<file path="config.mk">
export PLATFORM = sky130hd
export DESIGN_NAME = poly_param_loader
export DESIGN_NICKNAME = d
export VERILOG_FILES = /design/src/rtl/poly_param_loader.sv
export SDC_FILE = /design/constraint.sdc
export NUM_CORES = 1
export LEC_CHECK = 0
export ABC_AREA = 1
export CAP_MARGIN = 20
export CORE_ASPECT_RATIO = 1.1
export CORE_MARGIN = 2
export CORE_UTILIZATION = 55
export DETAILED_ROUTE_END_ITERATION = 12
export PLACE_DENSITY = 0.94
export SLEW_MARGIN = 25
export SYNTH_ARGS = -nofsm -noshare
export SYNTH_HDL_FRONTEND = slang
export SYNTH_SLANG_ARGS = --single-unit
</file>
<file path="constraint.sdc">
create_clock -name clk -period 5.01 [get_ports clk]
set_clock_uncertainty 0.2 [all_clocks]
set_input_delay 1.002 -clock clk [delete_from_list [all_inputs] [get_ports clk]]
set_output_delay 1.002 -clock clk [all_outputs]
set_load 0.01 [all_outputs]
</file>
<file path="src/rtl/poly_param_loader.sv">
// poly_param_loader: SPI mode-0 loader for polygon parameters, with a frame-synchronous shadow swap
// Ports: clk, rst_n (async active-low) | spi_sck, spi_cs_n, spi_mosi (serial slave, MSB first)
//        frame_start (vblank pulse) | cmp_en, background_color, poly_color, v0_x..v2_y (active buses,
//        slot 0 at LSBs) | update_pending (shadow holds a write not yet copied to the outputs)
// Option: POLY_LOADER_SHADOW_EN enables the shadow register file; without it commits go straight to the outputs.
`ifndef N_POLY
`define N_POLY 3
`endif
`ifndef WPX
`define WPX 8
`endif
`ifndef WPY
`define WPY 7
`endif
`ifndef WCOLOR
`define WCOLOR 6
`endif

module poly_param_loader #(
    parameter int N_POLY = `N_POLY,
    parameter int WPX    = `WPX,
    parameter int WPY    = `WPY,
    parameter int WCOLOR = `WCOLOR
) (
    input  logic                     clk,
    input  logic                     rst_n,
    input  logic                     spi_sck,
    input  logic                     spi_cs_n,
    input  logic                     spi_mosi,
    input  logic                     frame_start,
    output logic [N_POLY-1:0]        cmp_en,
    output logic [WCOLOR-1:0]        background_color,
    output logic [WCOLOR*N_POLY-1:0] poly_color,
    output logic [WPX*N_POLY-1:0]    v0_x,
    output logic [WPX*N_POLY-1:0]    v1_x,
    output logic [WPX*N_POLY-1:0]    v2_x,
    output logic [WPY*N_POLY-1:0]    v0_y,
    output logic [WPY*N_POLY-1:0]    v1_y,
    output logic [WPY*N_POLY-1:0]    v2_y,
    output logic                     update_pending
);
    localparam int REC = 3*WPX + 3*WPY + WCOLOR;
    localparam int PB  = (REC + 7) / 8 * 8;
    localparam int CW  = $clog2(PB + 1);

    typedef enum logic [2:0] {IDLE, CMD, PAYLOAD, WAIT_CS, DROP} state_t;
    state_t state, state_nxt;

    logic [2:0]    sck_s;
    logic [1:0]    cs_s, mosi_s;
    logic          cs_d, sck_rise, cs_fall, cs_rise, bit_en, commit, cmd_ok;
    logic [CW-1:0] cnt, last;
    logic [7:0]    cmd, cmd_nxt;
    logic [PB-1:0] sr;

    logic [N_POLY-1:0][REC-1:0] act_rec;
    logic [N_POLY-1:0]          act_en;
    logic [WCOLOR-1:0]          act_bg;

    // cs_n synchroniser resets to the deasserted level so reset release never looks like a cs fall
    always_ff @(posedge clk or negedge rst_n) begin
        if (!rst_n) begin
            sck_s  <= '0;
            cs_s   <= 2'b11;
            mosi_s <= '0;
            cs_d   <= 1'b1;
        end else begin
            sck_s  <= {sck_s[1:0], spi_sck};
            cs_s   <= {cs_s[0], spi_cs_n};
            mosi_s <= {mosi_s[0], spi_mosi};
            cs_d   <= cs_s[1];
        end
    end

    assign sck_rise = sck_s[1] & ~sck_s[2];
    assign bit_en   = sck_rise & ~cs_s[1];
    assign cs_fall  = cs_d & ~cs_s[1];
    assign cs_rise  = ~cs_d & cs_s[1];
    assign cmd_nxt  = {cmd[6:0], mosi_s[1]};
    assign cmd_ok   = (cmd_nxt[7:6] == 2'b01) || (cmd_nxt[7:6] == 2'b10) ||
                      (cmd_nxt[7:6] == 2'b00 && 32'(cmd_nxt[1:0]) < N_POLY);
    assign last     = (cmd[7:6] == 2'b00) ? CW'(PB - 1) : CW'(7);

    always_ff @(posedge clk or negedge rst_n) begin
        if (!rst_n) state <= IDLE;
        else        state <= state_nxt;
    end

    always_comb begin
        state_nxt = state;
        case (state)
            IDLE:    if (cs_fall) state_nxt = CMD;
            CMD:     if (cs_rise) state_nxt = IDLE;
                     else if (bit_en && cnt == CW'(7)) state_nxt = cmd_ok ? PAYLOAD : DROP;
            PAYLOAD: if (cs_rise) state_nxt = IDLE;
                     else if (bit_en && cnt == last) state_nxt = WAIT_CS;
            default: if (cs_rise) state_nxt = IDLE;
        endcase
    end

    always_comb begin
        commit = (state == WAIT_CS) && cs_rise;
    end

    // The payload is right-aligned, so shifting every payload bit in leaves the fields at the LSBs
    always_ff @(posedge clk or negedge rst_n) begin
        if (!rst_n) begin
            cnt <= '0;
            cmd <= '0;
            sr  <= '0;
        end else if (state == IDLE) begin
            cnt <= '0;
        end else if (bit_en && (state == CMD || state == PAYLOAD)) begin
            cnt <= (state == CMD && cnt == CW'(7)) ? '0 : cnt + CW'(1);
            if (state == CMD) cmd <= cmd_nxt;
            else              sr  <= {sr[PB-2:0], mosi_s[1]};
        end
    end

`ifdef POLY_LOADER_SHADOW_EN
    logic [N_POLY-1:0][REC-1:0] sh_rec;
    logic [N_POLY-1:0]          sh_en;
    logic [WCOLOR-1:0]          sh_bg;
    logic                       dirty;
    logic                       unused_ok;

    // A commit coinciding with frame_start lands in the shadow only; the swap copies the old shadow
    always_ff @(posedge clk or negedge rst_n) begin
        if (!rst_n) begin
            sh_rec  <= '0;
            sh_en   <= '0;
            sh_bg   <= '0;
            dirty   <= 1'b0;
            act_rec <= '0;
            act_en  <= '0;
            act_bg  <= '0;
        end else begin
            if (commit) begin
                for (int i = 0; i < N_POLY; i++)
                    if (cmd[7:6] == 2'b00 && cmd[1:0] == 2'(i)) sh_rec[i] <= sr[REC-1:0];
                if (cmd[7:6] == 2'b01) sh_bg <= sr[WCOLOR-1:0];
                if (cmd[7:6] == 2'b10) sh_en <= sr[N_POLY-1:0];
            end
            if (frame_start && dirty) begin
                act_rec <= sh_rec;
                act_en  <= sh_en;
                act_bg  <= sh_bg;
            end
            dirty <= commit | (dirty & ~frame_start);
        end
    end

    assign update_pending = dirty;
    assign unused_ok      = sr[PB-1];
`else
    logic unused_ok;

    always_ff @(posedge clk or negedge rst_n) begin
        if (!rst_n) begin
            act_rec <= '0;
            act_en  <= '0;
            act_bg  <= '0;
        end else if (commit) begin
            for (int i = 0; i < N_POLY; i++)
                if (cmd[7:6] == 2'b00 && cmd[1:0] == 2'(i)) act_rec[i] <= sr[REC-1:0];
            if (cmd[7:6] == 2'b01) act_bg <= sr[WCOLOR-1:0];
            if (cmd[7:6] == 2'b10) act_en <= sr[N_POLY-1:0];
        end
    end

    assign update_pending = 1'b0;
    assign unused_ok      = sr[PB-1] ^ frame_start;
`endif

    assign cmp_en           = act_en;
    assign background_color = act_bg;

    // Record layout from MSB: v0_x, v0_y, v1_x, v1_y, v2_x, v2_y, color
    for (genvar g = 0; g < N_POLY; g++) begin : g_slot
        assign poly_color[g*WCOLOR +: WCOLOR] = act_rec[g][0 +: WCOLOR];
        assign v2_y[g*WPY +: WPY]             = act_rec[g][WCOLOR +: WPY];
        assign v2_x[g*WPX +: WPX]             = act_rec[g][WCOLOR + WPY +: WPX];
        assign v1_y[g*WPY +: WPY]             = act_rec[g][WCOLOR + WPY + WPX +: WPY];
        assign v1_x[g*WPX +: WPX]             = act_rec[g][WCOLOR + 2*WPY + WPX +: WPX];
        assign v0_y[g*WPY +: WPY]             = act_rec[g][WCOLOR + 2*WPY + 2*WPX +: WPY];
        assign v0_x[g*WPX +: WPX]             = act_rec[g][WCOLOR + 3*WPY + 2*WPX +: WPX];
    end
endmodule
</file>
### After elaboration in Yosys (flattened, before gate mapping)

Cells that the tools add are included.
W data, S select, Z words.

| storage, ports and cells | value |
|---|---|
| bits in read-only memories | 0 |
| flip-flop bits (word level) | 238 |
| word-level logic and storage cells | 76 |
| latch bits | 0 |
| RAM bits | 0 |
| input port bits | 6 |
| output and inout port bits | 163 |
| memories kept | 0 |

| operators by class | value |
|---|---|
| shifts and indexed selects | 0 |
| mux-type cells | 12 |
| reductions and logical operators | 26 |
| magnitude comparators | 1 |
| add/sub/neg operators | 1 |
| divide/modulo/power cells | 0 |
| multiply operators | 0 |
| bitwise logic cells | 9 |
| equal/unequal tests | 14 |

Operators with widths:

| operator | count |
|---|---|
| $mux W6 | 4 |
| $mux W3 | 7 |
| $reduce_and A2 Y1 | 5 |
| $logic_and A1 B1 Y1 | 9 |
| $pmux W3 S3 | 1 |
| $add A6 B1 Y6 const B | 1 |
| $eq A2 B1 Y1 const B | 3 |
| $eq A2 B2 Y1 const B | 3 |
| $eq A3 B2 Y1 const B | 2 |
| $eq A6 B3 Y1 const B | 1 |
| $eq A6 B6 Y1 | 1 |
| $logic_not A2 Y1 | 3 |
| $ne A3 B3 Y1 const B | 2 |
| $reduce_and A3 Y1 | 2 |
| $not A1 Y1 | 5 |
| $and A1 B1 Y1 | 4 |
| $reduce_and A4 Y1 | 1 |
| $reduce_bool A4 Y1 | 1 |
| $eq A3 B1 Y1 const B | 1 |
| $logic_not A3 Y1 | 1 |
| $logic_or A1 B1 Y1 | 3 |
| $lt A2 B2 Y1 const B | 1 |
| $ne A2 B2 Y1 const B | 1 |
| $reduce_bool A2 Y1 | 1 |

### Logic depth before layout (Yosys ltp)

| depth | value |
|---|---|
| depth after elaboration | 7 |
| depth in mapped cells | 9 |
| depth with buffers taken out | 9 |

### Worst setup path after synthesis

OpenSTA, ideal clock, no wires.

| timing | value |
|---|---|
| path kind | reg2reg |
| start | register cs_s[1] |
| end | register act_rec, in the netlist poly_color[15] |
| arrival time | 1420 ps |
| cell stages (with the launch flop) | 8 |
| path buffers | 2 |
| slack | 3259 ps |
| required time | 4679 ps |
| setup time | 131 ps |
| path through | dfstp_2 -> nand2_1 -> nor3_4 -> nand4_2 -> buf_6 -> buf_6 -> nand2_1 -> o21ai_0 |

| between the ends | value |
|---|---|
| cells in the longest elaborated chain, start to end | 3 |

Ends and longest elaborated chain:

| item | RTL line | RTL |
|---|---|---|
| start, declared | 50 | `logic [1:0] cs_s, mosi_s;` |
| start signal, assigned | 69 | `cs_s <= {cs_s[0], spi_cs_n};` |
| $and A1 B1 Y1 | 78 | `assign cs_rise = ~cs_d & cs_s[1];` |
| $logic_and A1 B1 Y1 | 102 | `commit = (state == WAIT_CS) && cs_rise;` |
| $reduce_and A2 Y1 (no source line) | - |  |
| end signal, assigned by index | 165 | `if (cmd[7:6] == 2'b00 && cmd[1:0] == 2'(i)) act_rec[i] <= sr[REC-1:0];` |
| end, declared | 56 | `logic [N_POLY-1:0][REC-1:0] act_rec;` |

No other way between the ends.
A chain may end at the register's enable or synchronous reset.

### Worst setup path after layout

| timing | value |
|---|---|
| start | register cs_s[1] |
| end | register act_rec, in the netlist v1_y[9] |

Same word-level chain as after synthesis.

==> flow_summary.ini <==
[run_status]
status = complete, no violations

[detailed_routing]
drtIter0Drc = 554
wl_microns = 21330
drt-pass1-iter-count = 5
postRouteAntennaNets = 0
drc = 0
wl_per_cell_microns = 16.77
vias_per_cell = 5.403
vias = 6873

[layout]
antenna_cells = 0
area_growth_pct = 27.16
drive_above_1_share_pct = 10.58
final_nets = 1062
fin_util_pct = 71.61

[cts]
cts.sinks = 238
clkSlewWorstSetupHoldPaths_ns = 0.06
cts_made_buffers = 24
cts_resized = 0
cts-hold-fix-buffers = 0
htree_levels = 1
clock_latency_ns = 0.52
cts-root-buf = clkbuf_16
clk_path_buf_depth = 3
tritoncts = yes
postCtsSetupBuffers = 0

[power]
p_sw_w = 0.001001
power_density_nw_per_um2 = 345.3
finalPower_w = 0.004048
p_clk_share_pct = 42.1
p_comb_share_pct = 8.1
seqPwrFrac_pct = 49.8
p_int_w = 0.003047
peakVddDrop_mv = 0.3036
leakagePower_nw = 5.184
p_sw_share_pct = 24.74

[sta]
fmax_mhz = 337.7
setup_tns_ns = 0
tightest_slew_ns = 0.9976
setup_violations = 0
slew_viol_final = 0
finalHoldViolations = 0
rsz0062_at_grt = false
finalWorstSetupSlack_ns = 2.049
fin_crit_sh_pct = 59.10
slew_headroom_pct = 33.37
period_needed_ns = 2.961
holdWs_ns = 0.1556

[setup_path]
crit_slowest_cell = nand4_4
cp_top_family = simple AND/OR/NAND/NOR gates
crit_chain = nand2_1 > nor3_4 > nand4_4 > buf_4 > nand2_1 > o21ai_2
start_kind = flip-flop
critPathMaxFanout = 62
cp.required_ns = 5.19
crit_buf_inv = 1
cpPeakStageDelay_ns = 0.84
crit_arrival_ns = 3.14
crit_type = reg2reg
cpMostUsedCell = nand2_1
crit_path_end_kind = flip-flop

[synthesis]
syn-instance-count = 896
ys_seq_area_share_pct = 64.64
syn_nets = 904
synth_seq_cells = 238
synth_cell_types = 21
yosysWarnings = 0
synth_area_per_cell_sq_um = 10.29
netlist_area_sq_um = 9219

[floorplanning]
start_util_pct = 56.32
io_pins = 169
rows = 49
die_h_microns = 139.8
die_area_sq_um = 17810
fp.coreArea_sq_um = 16370
die_w_microns = 127.4

[global_route]
antenna_found_initial = 0
grt_max_degree = 140
grt_pass1_wl_microns = 34800
grt_pass1_vias = 6844
grt_usage_pct = 23.99
overflow = 0

[job]
max_cap_viol_count = 0

[place]
port-buffer-count = 166
globalplace.congestion = 0.8610
dp_worst_setup_slack_ns = 1.925
dp_hpwl_microns = 13950

[hold_path]
hold_path.class = reg2reg
-- registers in the layout, summed over array words and instances (netlist names), 3 cells and up --
name and flops:
v2_x 24, background_color 6, v0_x 24, sck_s 3
v0_y 21, state 3, v1_y 21, cmp_en 3
v2_y 21, cmd 8, poly_color 18, cnt 6
sr 51, v1_x 24
-- kinds of logic (layout without fill, tap and decap cells) --
logic type      Yosys count  after routing  synth area share, %
simple gates            309            309                13.36
flops                   238            238                64.64
compound gates          226            226                14.47
buf+inv                 120            292                7.220
fa+ha+maj                 2              2               0.2714
other cells               1              1              0.04068
-- power by group through the flow --
stage	Combinational [W]	Clock (W)	Sequential [W]
finish	0.000327	0.00171	0.00202
detailed placement	0.000315	0	0.00205
global placement	0.000288	0	0.00204
global route	0.000368	0.00180	0.00202
CTS	0.000320	0.00173	0.00201
floorplan	0.000195	0	0.00204
-- synth_stat cells (all sizes together) --
master | number | area share (%)
nand4 | 9 | 0.81
dfrtp | 235 | 64
o21ai | 224 | 14
or2 | 1 | 0.068
nand3 | 10 | 0.54
dfstp | 3 | 0.86
a21oi | 2 | 0.11
conb | 1 | 0.041
nor2 | 15 | 0.61
nand2 | 273 | 11
buf | 35 | 3.8
inv | 73 | 3.0
ha | 2 | 0.27
nor3 | 1 | 0.18
clkbuf | 12 | 0.49
-- path summary, 6_finish.rpt --
kind / startpoint / to / slack [ns] / cells after the start
hold / removal: cs_s[0] / cs_s[1] / 0.16 / 0
min in group asynchronous: rst_n / v1_x[13] / 0.19 / 1
setup / recovery: cs_s[1] / v1_y[9] / 2.05 / 6
setup reg to reg: cs_s[1] / v1_y[9] / 2.05 / 6
max in group asynchronous: rst_n / v2_x[7] / 3.16 / 3
hold reg to reg: cs_s[0] / cs_s[1] / 0.16 / 0
-- per-layer routing --
metal / global-route usage [%] / vias to the layer above / part of all wire [%] / wire, microns
met4: 8.271 / 0 / 3.5 / 741
met3: 4.152 / 54 / 4.7 / 1011
met5: 0 / - / 0 / 0
met1: 30.47 / 3416 / 41 / 8693
li1: - / 3199 / - / -
met2: 41.65 / 204 / 51 / 10880
-- cell usage in the layout, fill, tap and decap left out --
master             n
nand3_1           10
inv_1             73
dfrtp_1          235
clkbuf_8           4
clkinv_8           1
nand4_1            6
o21ai_1           44
conb_1             1
clkinv_2           4
clkbuf_16         24
dfstp_2            3
o21ai_2           54
buf_12             1
nand2_1          272
o21ai_0          126
a21oi_1            2
nor2_4             1
clkinv_4           1
buf_16             4
bufinv_16          1
or2_2              1
buf_8              1
ha_1               2
nand2_2            1
nor3_4             1
clkdlybuf4s50_1  165
buf_4              8
clkbuf_1           5
nand4_4            3
nor2_1            14
-- metrics by stage --
step | std cells | area [sq um]
floorplan | 896 | 9219
global placement | 1227 | 10840
detailed placement | 1229 | 10900
CTS | 1269 | 11650
global route | 1272 | 11720
finish | 1272 | 11720
-- layout make-up --
| type | count | area [sq um] |
|---|---|---|
| repair buffers | 179 | 1857 |
| multi-input cells | 538 | 2628 |
| clock inverters | 7 | 75.07 |
| flip-flops and latches | 238 | 5959 |
| well taps | 204 | 255.2 |
| clock buffers | 33 | 674.4 |
| fillers | 1035 | 4647 |
| inverters | 73 | 274.0 |
No activity file was read; power rests on OpenSTA's default activity.
